File: src/rtl/xbar_pkg.sv
// Shared widths, command encoding and arbiter state type for the slave-side crossbar arbiter.
// Imported by the arbiter, its round-robin helper and the bench.
package xbar_pkg;

  localparam int XBAR_ADDR_W = 32;
  localparam int XBAR_DATA_W = 32;

  localparam logic CMD_WRITE = 1'b1;
  localparam logic CMD_READ  = 1'b0;

  typedef enum logic [1:0] {
    IDLE      = 2'd0,
    ISSUE     = 2'd1,
    WAIT_RESP = 2'd2,
    DONE      = 2'd3
  } arb_state_e;

  // Index of the set bit in a 2-bit one-hot grant (0 when bit 0 or nothing is set).
  function automatic logic onehot2_idx(input logic [1:0] oh);
    return oh[1];
  endfunction

endpackage

File: src/rtl/xbar_rr_arb.sv
// Two-way round-robin grant: purely combinational, zero latency, no backpressure of its own.
// With both requesting, the master that was not granted last wins; a lone requester always wins.
module xbar_rr_arb (
  input  logic [1:0] req_i,
  input  logic [1:0] last_gnt_i,
  output logic [1:0] gnt_o
);

  always_comb begin
    gnt_o = 2'b00;
    case (req_i)
      2'b01:   gnt_o = 2'b01;
      2'b10:   gnt_o = 2'b10;
      2'b11:   gnt_o = last_gnt_i[0] ? 2'b10 : 2'b01;
      default: gnt_o = 2'b00;
    endcase
  end

endmodule

File: src/rtl/xbar_slave_arbiter.sv
// Arbitrates two masters onto one slave port; req->s_req 1 cycle, ack/resp pulse in a 1-cycle DONE.
// The slave stalls via s_ack/s_resp; requests arriving while a transfer is in flight are ignored.
module xbar_slave_arbiter
  import xbar_pkg::*;
#(
  parameter int ADDR_W  = XBAR_ADDR_W,
  parameter int DATA_W  = XBAR_DATA_W,
  parameter int TIMEOUT = 16
) (
  input  logic              clk,
  input  logic              rst_in,

  input  logic              m0_req,
  input  logic              m0_cmd,
  input  logic [ADDR_W-1:0] m0_addr,
  input  logic [DATA_W-1:0] m0_wdata,
  output logic              m0_ack,
  output logic              m0_resp,
  output logic [DATA_W-1:0] m0_rdata,
  output logic              m0_err,

  input  logic              m1_req,
  input  logic              m1_cmd,
  input  logic [ADDR_W-1:0] m1_addr,
  input  logic [DATA_W-1:0] m1_wdata,
  output logic              m1_ack,
  output logic              m1_resp,
  output logic [DATA_W-1:0] m1_rdata,
  output logic              m1_err,

  output logic              s_req,
  output logic              s_cmd,
  output logic [ADDR_W-1:0] s_addr,
  output logic [DATA_W-1:0] s_wdata,
  input  logic              s_ack,
  input  logic              s_resp,
  input  logic [DATA_W-1:0] s_rdata
);

  localparam int               CNT_W    = (TIMEOUT > 1) ? $clog2(TIMEOUT) : 1;
  localparam logic [CNT_W-1:0] CNT_LAST = CNT_W'((TIMEOUT > 0) ? TIMEOUT - 1 : 0);
  localparam bit               WD_EN    = (TIMEOUT > 0);

  arb_state_e        state_q, state_d;
  logic [1:0]        gnt_q, gnt_d;
  logic [1:0]        last_gnt_q, last_gnt_d;
  logic [1:0]        arb_gnt;
  logic              s_req_q, s_req_d;
  logic              s_cmd_q, s_cmd_d;
  logic [ADDR_W-1:0] s_addr_q, s_addr_d;
  logic [DATA_W-1:0] s_wdata_q, s_wdata_d;
  logic [DATA_W-1:0] rdata0_q, rdata0_d;
  logic [DATA_W-1:0] rdata1_q, rdata1_d;
  logic [CNT_W-1:0]  cnt_q, cnt_d, cnt_inc;
  logic              err_q, err_d;
  logic              rd_we;
  logic [DATA_W-1:0] rd_val;
  logic              wd_fire;
  logic              done;
  logic              is_read;

  xbar_rr_arb u_rr (
    .req_i      ({m1_req, m0_req}),
    .last_gnt_i (last_gnt_q),
    .gnt_o      (arb_gnt)
  );

  // cnt_q counts completed wait cycles, so the TIMEOUT-th cycle is the one with cnt_q == TIMEOUT-1.
  assign wd_fire = WD_EN && (cnt_q == CNT_LAST);
  assign cnt_inc = WD_EN ? cnt_q + 1'b1 : cnt_q;

  always_comb begin
    state_d    = state_q;
    gnt_d      = gnt_q;
    last_gnt_d = last_gnt_q;
    s_req_d    = s_req_q;
    s_cmd_d    = s_cmd_q;
    s_addr_d   = s_addr_q;
    s_wdata_d  = s_wdata_q;
    rdata0_d   = rdata0_q;
    rdata1_d   = rdata1_q;
    cnt_d      = cnt_q;
    err_d      = err_q;
    rd_we      = 1'b0;
    rd_val     = '0;

    case (state_q)
      IDLE: begin
        err_d = 1'b0;
        if (arb_gnt != 2'b00) begin
          gnt_d     = arb_gnt;
          s_req_d   = 1'b1;
          s_cmd_d   = onehot2_idx(arb_gnt) ? m1_cmd   : m0_cmd;
          s_addr_d  = onehot2_idx(arb_gnt) ? m1_addr  : m0_addr;
          s_wdata_d = onehot2_idx(arb_gnt) ? m1_wdata : m0_wdata;
          cnt_d     = '0;
          state_d   = ISSUE;
        end
      end

      ISSUE: begin
        if (s_ack) begin
          s_req_d = 1'b0;
          cnt_d   = '0;
          state_d = (s_cmd_q == CMD_WRITE) ? DONE : WAIT_RESP;
        end else if (wd_fire) begin
          s_req_d = 1'b0;
          err_d   = 1'b1;
          rd_we   = (s_cmd_q == CMD_READ);
          state_d = DONE;
        end else begin
          cnt_d = cnt_inc;
        end
      end

      WAIT_RESP: begin
        if (s_resp) begin
          rd_we   = 1'b1;
          rd_val  = s_rdata;
          state_d = DONE;
        end else if (wd_fire) begin
          err_d   = 1'b1;
          rd_we   = 1'b1;
          state_d = DONE;
        end else begin
          cnt_d = cnt_inc;
        end
      end

      DONE: begin
        last_gnt_d = gnt_q;
        cnt_d      = '0;
        state_d    = IDLE;
      end

      default: state_d = IDLE;
    endcase

    // Read data lands only in the granted master's holding register.
    if (rd_we) begin
      if (onehot2_idx(gnt_q)) rdata1_d = rd_val;
      else                    rdata0_d = rd_val;
    end
  end

  always_ff @(posedge clk) begin
    if (rst_in) begin
      state_q    <= IDLE;
      gnt_q      <= 2'b00;
      last_gnt_q <= 2'b10;
      s_req_q    <= 1'b0;
      s_cmd_q    <= 1'b0;
      s_addr_q   <= '0;
      s_wdata_q  <= '0;
      rdata0_q   <= '0;
      rdata1_q   <= '0;
      cnt_q      <= '0;
      err_q      <= 1'b0;
    end else begin
      state_q    <= state_d;
      gnt_q      <= gnt_d;
      last_gnt_q <= last_gnt_d;
      s_req_q    <= s_req_d;
      s_cmd_q    <= s_cmd_d;
      s_addr_q   <= s_addr_d;
      s_wdata_q  <= s_wdata_d;
      rdata0_q   <= rdata0_d;
      rdata1_q   <= rdata1_d;
      cnt_q      <= cnt_d;
      err_q      <= err_d;
    end
  end

  assign done    = (state_q == DONE);
  assign is_read = (s_cmd_q == CMD_READ);

  assign m0_ack   = done & gnt_q[0];
  assign m0_resp  = done & gnt_q[0] & is_read;
  assign m0_err   = done & gnt_q[0] & err_q;
  assign m0_rdata = rdata0_q;

  assign m1_ack   = done & gnt_q[1];
  assign m1_resp  = done & gnt_q[1] & is_read;
  assign m1_err   = done & gnt_q[1] & err_q;
  assign m1_rdata = rdata1_q;

  assign s_req   = s_req_q;
  assign s_cmd   = s_cmd_q;
  assign s_addr  = s_addr_q;
  assign s_wdata = s_wdata_q;

endmodule
File: config.mk
export PLATFORM = sky130hd
export DESIGN_NAME = xbar_slave_arbiter
export DESIGN_NICKNAME = d
export VERILOG_FILES = /design/src/rtl/xbar_pkg.sv /design/src/rtl/xbar_rr_arb.sv /design/src/rtl/xbar_slave_arbiter.sv
export SDC_FILE = /design/constraint.sdc
export NUM_CORES = 1
export LEC_CHECK = 0
export BUFFER_PORTS_ARGS = -buffer_cell sky130_fd_sc_hd__buf_2
export CAP_MARGIN = 10
export CELL_PAD_IN_SITES_DETAIL_PLACEMENT = 0
export CELL_PAD_IN_SITES_GLOBAL_PLACEMENT = 2
export CORE_AREA = 10 10 183 142
export DETAILED_ROUTE_END_ITERATION = 8
export DIE_AREA = 0 0 193 152
export HOLD_SLACK_MARGIN = 0.02
export PLACE_DENSITY = 0.8
export SLEW_MARGIN = 20
export SYNTH_ARGS = -nofsm -noshare
export SYNTH_HDL_FRONTEND = slang
export SYNTH_SLANG_ARGS = --single-unit
File: constraint.sdc
create_clock -name clk -period 2.1 [get_ports clk]
set_input_delay 0.105 -clock clk [delete_from_list [all_inputs] [get_ports clk]]
set_output_delay 0.105 -clock clk [all_outputs]
set_load 0.01 [all_outputs]
# Word-level counts from Yosys, hierarchy flattened
# Index checks and enable logic that the tools add are counted.
# totals
regBits	140
output_inout_bits	136
# classes
n_addsub	1
bitwise	8
reduce_logical	10
mux	31
eq_ne	11
# op_table
operator	n
$mux W32	4
$mux W4	4
$pmux W4 S4	1
$mux W1	12
$mux W2	5
$eq A2 B2 Y1 const B	4
$pmux W2 S4	1
$reduce_and A2 Y1	4
$and A1 B1 Y1	6
$ne A2 B2 Y1 const B	3
$pmux W2 S3	1
$reduce_and A3 Y1	2
$add A4 B1 Y4 const B	1
$eq A2 B1 Y1 const B	2
$eq A4 B4 Y1 const B	1
$pmux W1 S2	2
$reduce_bool A2 Y1	2
$ne A3 B3 Y1 const B	1
$pmux W1 S3	1
$reduce_bool A3 Y1	1
$logic_not A2 Y1	1
$not A1 Y1	2

# Longest topological paths before layout
# logic_depth
ltp_word	5
ltp_mapped	8

# Cells and area by module
# From an unflattened synthesis, not the netlist that was laid out.
# unflattened
cells_unflattened	605
hier_area_um2	5820.6
# modules_own_cells
mod	area_each_um2	cells_each	seq_area_each_um2	instances
xbar_slave_arbiter	5801.8	602	2822.7	1
xbar_rr_arb	18.8	3	0.0	1

# Least setup slack after synthesis
# OpenSTA, ideal clock, no wires.
# synth_timing
kind	reg-to-reg
startpoint	reg state_q[0]
endpoint	reg rdata0_q[0], in the netlist m0_rdata[0]
required_time_ns	1.983
path_buffers	2
synth_period_minus_slack_ns	1.776
path_stages_with_launch	8
path_slack_ns	0.324
arrival_ns	1.658
path_cell_list	dfxtp_1 > inv_1 > ha_1 > nor2b_1 > and2_1 > clkbuf_2 > buf_2 > a32o_1
# synth_between
elab_chain_cells	3
# synth_lines
item	line_no	rtl
from (decl)	xbar_slave_arbiter.sv:44	arb_state_e state_q, state_d;
from (signal assigned)	xbar_slave_arbiter.sv:160	state_q <= state_d;
$eq A2 B2 Y1 / $eq A2 B1 Y1 (equally long branches)	xbar_slave_arbiter.sv:87	case (state_q)
$pmux W1 S2	xbar_slave_arbiter.sv:87	
$reduce_and A2 Y1 (no source line)	-	
to (signal assigned)	xbar_slave_arbiter.sv:167	rdata0_q <= rdata0_d;
to (decl)	xbar_slave_arbiter.sv:52	logic [DATA_W-1:0] rdata0_q, rdata0_d;
# Several ways; a longest one is shown, not always the timed one.
# A chain may end at the register's enable or synchronous reset.

# Worst setup path after layout
# layout_timing
startpoint	reg last_gnt_q[0]
endpoint	reg s_wdata_q[24], in the netlist s_wdata[24]
# layout_between
elab_chain_cells	4
# layout_lines
item	line_no	rtl
from (decl)	xbar_slave_arbiter.sv:46	logic [1:0] last_gnt_q, last_gnt_d;
from (signal assigned)	xbar_slave_arbiter.sv:162	last_gnt_q <= last_gnt_d;
$mux W2 (*)	xbar_rr_arb.sv:14	2'b11: gnt_o = last_gnt_i[0] ? 2'b10 : 2'b01;
$pmux W2 S3 (*)	xbar_rr_arb.sv:11	case (req_i)
$reduce_bool A2 Y1	xbar_slave_arbiter.sv:90	if (arb_gnt != 2'b00) begin
$reduce_and A2 Y1 (no source line)	-	
to (signal assigned)	xbar_slave_arbiter.sv:166	s_wdata_q <= s_wdata_d;
to (decl)	xbar_slave_arbiter.sv:51	logic [DATA_W-1:0] s_wdata_q, s_wdata_d;
# Mark *: on every way between the ends. The rest lies on a longest branch, timed or not.

==> impl_metrics.json <==
{
  "drc": 0,
  "p_sw_w": 0.00197,
  "cp-endpoint": "s_wdata[24]",
  "rr_endpoint": "s_wdata[24]",
  "cp.required_ns": 2.44,
  "wl_per_cell_um": 16.6,
  "power.density_mw_per_mm2": 768,
  "ff2ff_setup_slack_ns": 0.21,
  "area_delta_synth_final_pct": 76.9,
  "synth_cell_types": 41,
  "core_area_mm2": 0.0225,
  "vias": 5907,
  "grt.total_usage": 0.140,
  "cts_tree": "done",
  "htreeDepth": 4,
  "critPathLaunchType": "flop",
  "gp_congestion": 0.768,
  "insertion_delay_ns": 0.43,
  "arrival_ns": 2.24,
  "reg2regPathDepth": 6,
  "yosysSeqAreaShare": 0.529,
  "clkSlewWorstSetupHoldPaths_ns": 0.06,
  "drv_cap": 0,
  "post-cts-setup-buffer-count": 0,
  "avgSynthCellArea_um2": 9.84,
  "synth_nets": 715,
  "dieHeight_um": 152,
  "drive_gt1_frac": 0.364,
  "setup_viol": 0,
  "final_nets": 1160,
  "pwr-share-clk": 0.439,
  "ys.flop_type": "dfxtp_1",
  "cts_made_buffers": 17,
  "worst_slew_pin_slew_ns": 0.455,
  "crit_start": "last_gnt_q[0]",
  "drt-initial-drc-count": 249,
  "skew_ns": 0.0117,
  "syn_area_mm2": 0.00530,
  "slew_headroom": 0.697,
  "comb_power_share": 0.162,
  "postRouteAntennaNets": 0,
  "hpwl_um": 15000,
  "cts.path.max_buffers": 2,
  "intPower_w": 0.00524,
  "grt_pass1_wl_um": 33500,
  "num_rows": 48,
  "cts_sinks": 140,
  "hold_path_depth": 3,
  "period_share": 0.901,
  "max_freq_ghz": 0.528,
  "root_buffer": "clkbuf_16",
  "initial_utilization": 0.235,
  "yosysWarningCount": 0,
  "period_needed_ns": 1.89,
  "peakVddDrop_uv": 486,
  "drv_slew": 0,
  "io_buffers": 303,
  "tns_ns": 0,
  "first_pass_iters": 4,
  "wirelength_um": 21500,
  "cp-end-kind": "flop",
  "viasPerCell": 4.55,
  "hold_path.class": "input pin to flop",
  "grt_antenna_before_repair": 2,
  "ys_ff_latch": 140,
  "leakagePower_nw": 4.22,
  "dieArea_mm2": 0.0293,
  "first_global_vias": 6263,
  "die_w_um": 193,
  "dp.cells": 1104,
  "io_pins": 304,
  "rsz0062_at_grt": "false",
  "r2r-start": "last_gnt_q[0]",
  "cp_max_fo": 32,
  "overflow": 0,
  "pwr-share-seq": 0.399,
  "crit_type": "flop to flop",
  "status": "completed",
  "synth_edf_count": 0,
  "synthCells": 539,
  "async_reset_ff_frac": 0,
  "hold_viol_final": 0,
  "fin_cells": 1298,
  "swShare": 0.273,
  "grt_max_degree": 66
}
[placed cells by master (no fill, tap or decap), types with 4 or more instances in the layout]
cell / instances
inv_8: 6
buf_2: 303
nand3_1: 4
dfxtp_1: 139
buf_12: 7
a32o_1: 62
o21ai_0: 60
dlygate4sd3_1: 160
nand2_1: 73
clkbuf_16: 18
o21ai_1: 11
inv_6: 4
nor2_1: 7
a21oi_1: 7
buf_4: 8
ha_1: 8
o22ai_1: 67
inv_1: 7
[logic make-up after synthesis]
group	share of synthesized area
AO/OA/AOI/OAI	0.302
flip-flops	0.529
AND/OR/NAND/NOR	0.0878
buffers and inverters	0.0625
adder cells (fa/ha/maj)	0.0189
[area by class of cell]
class / count / area, µm²
fill: 2263 / 13100
timing repair buffer: 479 / 3340
sequential: 140 / 2800
multi-input combinational: 339 / 2210
clock buffer: 17 / 425
tap: 300 / 375
clock inverter: 15 / 194
inverter: 7 / 26.3
antenna: 1 / 2.50
[cells in the mapped netlist, drive strengths merged (2+ instances only)]
cell | n | area, µm²
o22ai | 67 | 419
o21ai | 71 | 355
nand3 | 4 | 20.0
a311oi | 2 | 17.5
nor2b | 4 | 25.0
and3 | 3 | 18.8
a21oi | 8 | 40.0
and2 | 4 | 25.0
a22o | 2 | 17.5
buf | 33 | 223
o21ba | 2 | 32.5
clkbuf | 20 | 82.6
dfxtp | 140 | 2800
ha | 8 | 100
inv | 7 | 26.3
nor3b | 2 | 20.0
nand2 | 73 | 274
or2 | 2 | 12.5
a32o | 62 | 621
a21boi | 2 | 15.0
nor2 | 7 | 26.3
a22oi | 2 | 15.0
[what timing repair did]
action,in CTS,in global routing
gates resized for setup,0,2
endpoints found under the setup margin,0,52
hold endpoints to repair,130,0
hold buffers,160,0
[how the worst min path moves through the flow]
stage | startpoint | endpoint | slack [ns]
CTS | m1_wdata[31] | s_wdata[31] | 0.03
global placement | s_rdata[14] | m0_rdata[14] | 0.37
floorplan | s_rdata[10] | m0_rdata[10] | 0.26
finish | m1_wdata[31] | s_wdata[31] | 0.02
detailed placement | s_rdata[19] | m0_rdata[19] | 0.37
global route | m1_wdata[31] | s_wdata[31] | 0.03
[critical path: stages, from the launching register on]
cell,delay (ns)
dfxtp_1,0.40
inv_1,0.10
a21boi_4,0.22
clkbuf_16,0.27
o22ai_1,0.10
dlygate4sd3_1,0.55
o21ai_0,0.16
[flip-flops by register name (all words and copies together) (netlist names)]
signal / cells
err_q: 1
s_addr: 32
s_req: 1
gnt_q: 2
s_wdata: 32
m1_rdata: 32
state_q: 2
last_gnt_q: 1
s_cmd: 1
m0_rdata: 32
cnt_q: 4
[routing by layer]
metal,GRT usage,share of wire
met2,0.240,0.49
met3,0.0492,0.084
met1,0.157,0.41
met5,0,0.00060
met4,0.0497,0.018
[stage by stage]
| stage | cell area (µm²) | util | hold WS [ns] | power, W | setup WS, ns |
|---|---|---|---|---|---|
| final | 9380 | 0.416 | 0.0220 | 0.00721 | 0.207 |
| after global routing | 9380 | 0.416 | 0.0286 | 0.00756 | 0.0256 |
| after CTS | 9350 | 0.415 | 0.0254 | 0.00733 | 0.162 |
| after detailed placement | 7130 | 0.316 | 0.367 | 0.00382 | 0.181 |
| after global placement | 7130 | 0.316 | 0.365 | 0.00382 | 0.214 |
| after floorplan | 5300 | - | 0.259 | 0.00336 | 0.324 |
[power by group through the flow]
| stage | logic, W | registers [W] | clock network (W) |
|---|---|---|---|
| after CTS | 0.00117 | 0.00287 | 0.00329 |
| after global placement | 0.000890 | 0.00292 | 0 |
| after floorplan | 0.000366 | 0.00300 | 0 |
| after detailed placement | 0.000889 | 0.00293 | 0 |
| final | 0.00117 | 0.00287 | 0.00316 |
| after global routing | 0.00129 | 0.00289 | 0.00338 |
Power figures use the tool's default switching activity.
